### src/rtl/write_unit.sv
// write_unit: FIFO write-side pointer, storage write port and full/level/almost-full status.
// mem_we same cycle as wr_en; wr_ptr/wr_ack 1 cycle later; writes while full are dropped (sticky overflow with WR_OVERFLOW_FLAG_EN).
module write_unit #(
   parameter int S         = 8,
   parameter int W         = 8,
   parameter int Depth     = 90,
   parameter int AF_THRESH = 80
) (
   input  logic         wr_clk,
   input  logic         wr_rst,
   input  logic         wr_en,
   input  logic [W-1:0] wr_data,
   input  logic [S-1:0] rd_ptr,
   output logic [S-1:0] wr_ptr,
   output logic         mem_we,
   output logic [S-2:0] mem_addr,
   output logic [W-1:0] mem_wdata,
   output logic         fifo_full,
   output logic         almost_full,
   output logic [S-1:0] fill_level,
   output logic         wr_ack
`ifdef WR_OVERFLOW_FLAG_EN
   ,
   output logic         overflow
`endif
);

   localparam logic [S-2:0] LAST_IDX = (S-1)'(Depth - 1);
   localparam logic [S-1:0] DEPTH_S  = S'(Depth);
   localparam logic [S-1:0] AF_S     = S'(AF_THRESH);

   logic [S-1:0] wr_ptr_q, wr_ptr_d;
   logic         wr_ack_q, wr_ack_d;
   logic [S-2:0] wr_idx, rd_idx;
   logic         lap_diff;
   logic         acc;

   assign wr_idx   = wr_ptr_q[S-2:0];
   assign rd_idx   = rd_ptr[S-2:0];
   assign lap_diff = wr_ptr_q[S-1] ^ rd_ptr[S-1];

   always_comb begin
      fifo_full = lap_diff && (wr_idx == rd_idx);
      acc       = wr_en && !fifo_full;
      // Different laps means the writer has wrapped past the end of storage.
      if (lap_diff) begin
         fill_level = DEPTH_S - {1'b0, rd_idx} + {1'b0, wr_idx};
      end else begin
         fill_level = {1'b0, wr_idx} - {1'b0, rd_idx};
      end
      almost_full = (fill_level >= AF_S);
   end

   always_comb begin
      wr_ptr_d = wr_ptr_q;
      if (acc) begin
         if (wr_idx < LAST_IDX) begin
            wr_ptr_d = {wr_ptr_q[S-1], wr_idx + 1'b1};
         end else if (wr_idx == LAST_IDX) begin
            wr_ptr_d = {~wr_ptr_q[S-1], {(S-1){1'b0}}};
         end
      end
      wr_ack_d = acc;
   end

   always_ff @(posedge wr_clk or posedge wr_rst) begin
      if (wr_rst) begin
         wr_ptr_q <= '0;
         wr_ack_q <= 1'b0;
      end else begin
         wr_ptr_q <= wr_ptr_d;
         wr_ack_q <= wr_ack_d;
      end
   end

`ifdef WR_OVERFLOW_FLAG_EN
   logic overflow_q, overflow_d;

   always_comb begin
      overflow_d = overflow_q | (wr_en & fifo_full);
   end

   always_ff @(posedge wr_clk or posedge wr_rst) begin
      if (wr_rst) begin
         overflow_q <= 1'b0;
      end else begin
         overflow_q <= overflow_d;
      end
   end

   assign overflow = overflow_q;
`endif

   assign wr_ptr    = wr_ptr_q;
   assign wr_ack    = wr_ack_q;
   assign mem_we    = acc;
   assign mem_addr  = wr_idx;
   assign mem_wdata = wr_data;

endmodule

### config.mk
export PLATFORM = sky130hd
export DESIGN_NAME = write_unit
export DESIGN_NICKNAME = d
export VERILOG_FILES = /design/src/rtl/write_unit.sv
export SDC_FILE = /design/constraint.sdc
export NUM_CORES = 1
export LEC_CHECK = 0
export CORE_MARGIN = 2
export CORE_UTILIZATION = 43
export CTS_BUF_LIST = sky130_fd_sc_hd__clkbuf_16
export CTS_CLUSTER_SIZE = 20
export DETAILED_ROUTE_END_ITERATION = 7
export PLACE_DENSITY = 0.77
export RECOVER_POWER = 100
export SYNTH_ARGS = -nofsm -noshare
export SYNTH_HDL_FRONTEND = slang
export SYNTH_SLANG_ARGS = --single-unit
### constraint.sdc
create_clock -name wr_clk -period 4.92 [get_ports wr_clk]
set_input_delay 1.23 -clock wr_clk [delete_from_list [all_inputs] [get_ports wr_clk]]
set_output_delay 1.23 -clock wr_clk [all_outputs]
set_load 0.01 [all_outputs]
==> results_dict.tcl <==
set metrics [dict create \
    core-area_um2 2980 \
    vias 1296 \
    min_to "wr_ptr[7]" \
    holdPathStages 1 \
    synth_xor_area_share_pct 9.32 \
    portBuffers 37 \
    die_w_um 59.3 \
    slew_headroom_pct 69.5 \
    nets 249 \
    rows 20 \
    critPathKind "in2out" \
    required_ns 3.69 \
    ys_types 37 \
    root_buffer "clkbuf_16" \
    wl_per_cell_um 14.5 \
    min_from "wr_ptr[7]" \
    viasPerCell 5.40 \
    syn_area_per_cell_um2 8.18 \
    rrSetupSlack_ns 2.45 \
    finalSetupViolCount 0 \
    synth_adder_area_share_pct 24.0 \
    fmax_mhz 208 \
    synthMuxAreaShare_pct 1.52 \
    path_max_fanout 4 \
    clockBufferDepth 2 \
    clkTransAtPathRegs_ns 0.04 \
    maxSlewViolCount 0 \
    clock_sinks 9 \
    synth_top_family_by_area "adder cells" \
    p_per_area_nw_per_um2 699 \
    syn-cell-area_um2 1320 \
    gp_congestion 0.842 \
    synth-compound-area-share_pct 17.3 \
    end_kind "primary output" \
    antenna_found_initial 0 \
    yosys_most_used_dff "dfrtp_1" \
    worstPathArrival_ns 3.57 \
    drt-total-wl_mm 3.49 \
    ir_worst_vdd_mv 0.280 \
    drive_above_1_share_pct 22.2 \
    maxCapViolCount 0 \
    finalClockSkew_ns 0.00300 \
    die-area_um2 3520 \
    diodes 0 \
    p_sw_mw 0.588 \
    cts_inserted_buffers 3 \
    grt_pass1_vias 1343 \
    area_growth_pct 46.0 \
    regArea_um2 225 \
    async_reset_ff_share_pct 100 \
    p_leak_nw 0.982 \
    synthSimpleGateAreaFrac_pct 13.4 \
    syn_nets 202 \
    synth_cells 161 \
    yosysWarnings 0 \
    layout_min_cycle_time_ns 4.80 \
    synth_top_area_share_pct 17.1 \
    dpl_cell_area_um2 1770 \
    internal_power_mw 0.756 \
    cts_tree "yes" \
    rr_worst_depth 10 \
    synth_top_area_cell "dfrtp_1" \
    fillers 242 \
    final.period_utilization_pct 97.6 \
    htreeDepth 1 \
    dpl.hpwl_mm 2.70 \
    grt_max_degree 12 \
    synth_seq_cells 9 \
    drt_pre_antenna_iters 4 \
    seq_area_frac_synth_pct 17.1 \
    start_kind "primary input" \
    final_hold_viol_count 0 \
    die_h_um 59.3 \
    ant_nets 0 \
    synth_edf_count 0 \
    status "finished clean" \
    critPathLaunch "rd_ptr[2]" \
    grt_pass1_wl_mm 5.60 \
    yosys-top-cells-area "dfrtp_1 17%, ha_1 17%, buf_4 9.1%" \
    drtIter0Drc 40 \
    pwr-share-seq_pct 13.4 \
    p_comb_share_pct 76.0 \
    r2r_start "wr_ptr[2]" \
    clk_latency_ns 0.24 \
    io_pins 54 \
    reg2reg_to "wr_ptr[4]" \
    clkPwrFrac_pct 10.6 \
    final_util_pct 64.5 \
    overflow 0 \
    multi_input_area_um2 941 \
    finish.instance_area_um2 1920 \
    start_util_pct 44.2 \
    hold_path.class "reg2reg" \
    track_usage_pct 21.0 \
    drc 0 \
    tightest_slew_ns 0.457 \
    p_sw_share_pct 43.8 \
]
layout make-up:
| cell class | instances | share of cell area, % |
|---|---|---|
| clock buffers | 3 | 3.91 |
| well taps | 33 | 2.15 |
| clock inverters | 1 | 0.195 |
| multi-input cells | 108 | 49.0 |
| repair buffers | 61 | 28.2 |
| inverters | 25 | 4.88 |
| flip-flops and latches | 9 | 11.7 |
Yosys cell counts, drive strengths merged, types with 2 or more instances:
library cell  instances
mux2i                 2
o211a                 2
nand3                 3
o21bai                3
ha                   18
xnor2                 9
buf                  18
fa                    4
a31oi                 3
nor2                  6
o21ai                 9
a21oi                 7
nand4                 4
nor3                  2
nand2                12
inv                  25
dfrtp                 9
or3                   2
xor2                  5
a21o                  4
cell usage in the layout, fill, tap and decap left out, types with 2 or more instances in the layout:
master	netlist	layout
dlygate4sd2_1	0	4
dlygate4sd3_1	0	23
clkbuf_16	0	3
o21ai_0	9	8
nand2_1	12	12
nand4_1	4	4
o21bai_1	3	3
ha_2	0	2
fa_1	4	3
mux2i_1	2	2
xor2_1	5	5
ha_4	0	3
nor3_1	2	2
a21o_1	3	3
a31oi_1	3	3
nor2_1	6	6
clkbuf_1	1	2
a21oi_1	6	6
dlymetal6s2s_1	0	3
dfrtp_1	9	9
clkdlybuf4s50_1	0	4
nand3_1	3	3
inv_1	25	20
ha_1	18	13
o211a_1	2	2
buf_4	16	22
inv_2	0	6
xnor2_1	9	8
flip-flops by register name, summed over array words and instances (netlist names):
register and count:
wr_ack 1, wr_ptr 8
per-stage QoR:
stage | setup TNS (ns) | power (mW) | cells | hold WS, ns | setup slack, ns
2_1_floorplan | 0 | 0.731 | 161 | 0.577 | 0.461
3_5_place_dp | -2.15 | 1.17 | 235 | 0.569 | -0.626
3_3_place_gp | -1.78 | 1.12 | 235 | 0.552 | -0.520
6_report | 0 | 1.34 | 240 | 0.580 | 0.118
4_1_cts | -0.0719 | 1.33 | 240 | 0.583 | -0.0719
5_1_grt | -0.000117 | 1.45 | 240 | 0.587 | -0.000117
logic make-up (layout without fill, tap and decap cells):
group	Yosys count	count (layout)
buffers and inverters	44	90
AND/OR/NAND/NOR	35	35
AO/OA/AOI/OAI	34	34
adder cells (fa/ha/maj)	23	23
XOR/XNOR	14	14
flip-flops	9	9
multiplexers	2	2
timing repair:
item / 4_1_cts / 5_1_grt
endpoints found under the setup margin: 6 / 4
hold buffers: 0 / 0
pin swaps: 13 / 8
resized for setup: 24 / 14
buffers inserted: 1 / 0
how the worst max path moves through the flow:
stage	endpoint	slack [ns]	cells past startpoint
after global placement	almost_full	-0.52	14
after floorplan	almost_full	0.46	12
after CTS	almost_full	-0.07	13
final	almost_full	0.12	11
after detailed placement	almost_full	-0.63	14
after global routing	almost_full	-0.0001	12
power groups by stage:
stage	Combinational [mW]	Sequential, mW	Clock, mW
final	1.02	0.180	0.142
after global routing	1.12	0.187	0.149
after CTS	1.00	0.179	0.144
after detailed placement	0.992	0.177	0
after global placement	0.949	0.175	0
after floorplan	0.565	0.166	0
layer usage:
metal / GRT usage [%] / part of all wire (%) / vias up
met1: 24.3 / 40 / 616
met4: 11.7 / 1.9 / 0
li1: - / - / 617
met3: 4.59 / 5.6 / 10
met5: 0 / 0 / -
met2: 35.5 / 52 / 53
critical path, stage by stage:
cell	delay, ns
dlygate4sd2_1	0.19
inv_1	0.04
ha_2	0.18
fa_1	0.55
and3b_1	0.25
or3_4	0.37
xor2_1	0.15
nand2_1	0.08
nand4_1	0.10
a221o_1	0.30
buf_2	0.14
Power figures use the tool's default switching activity.
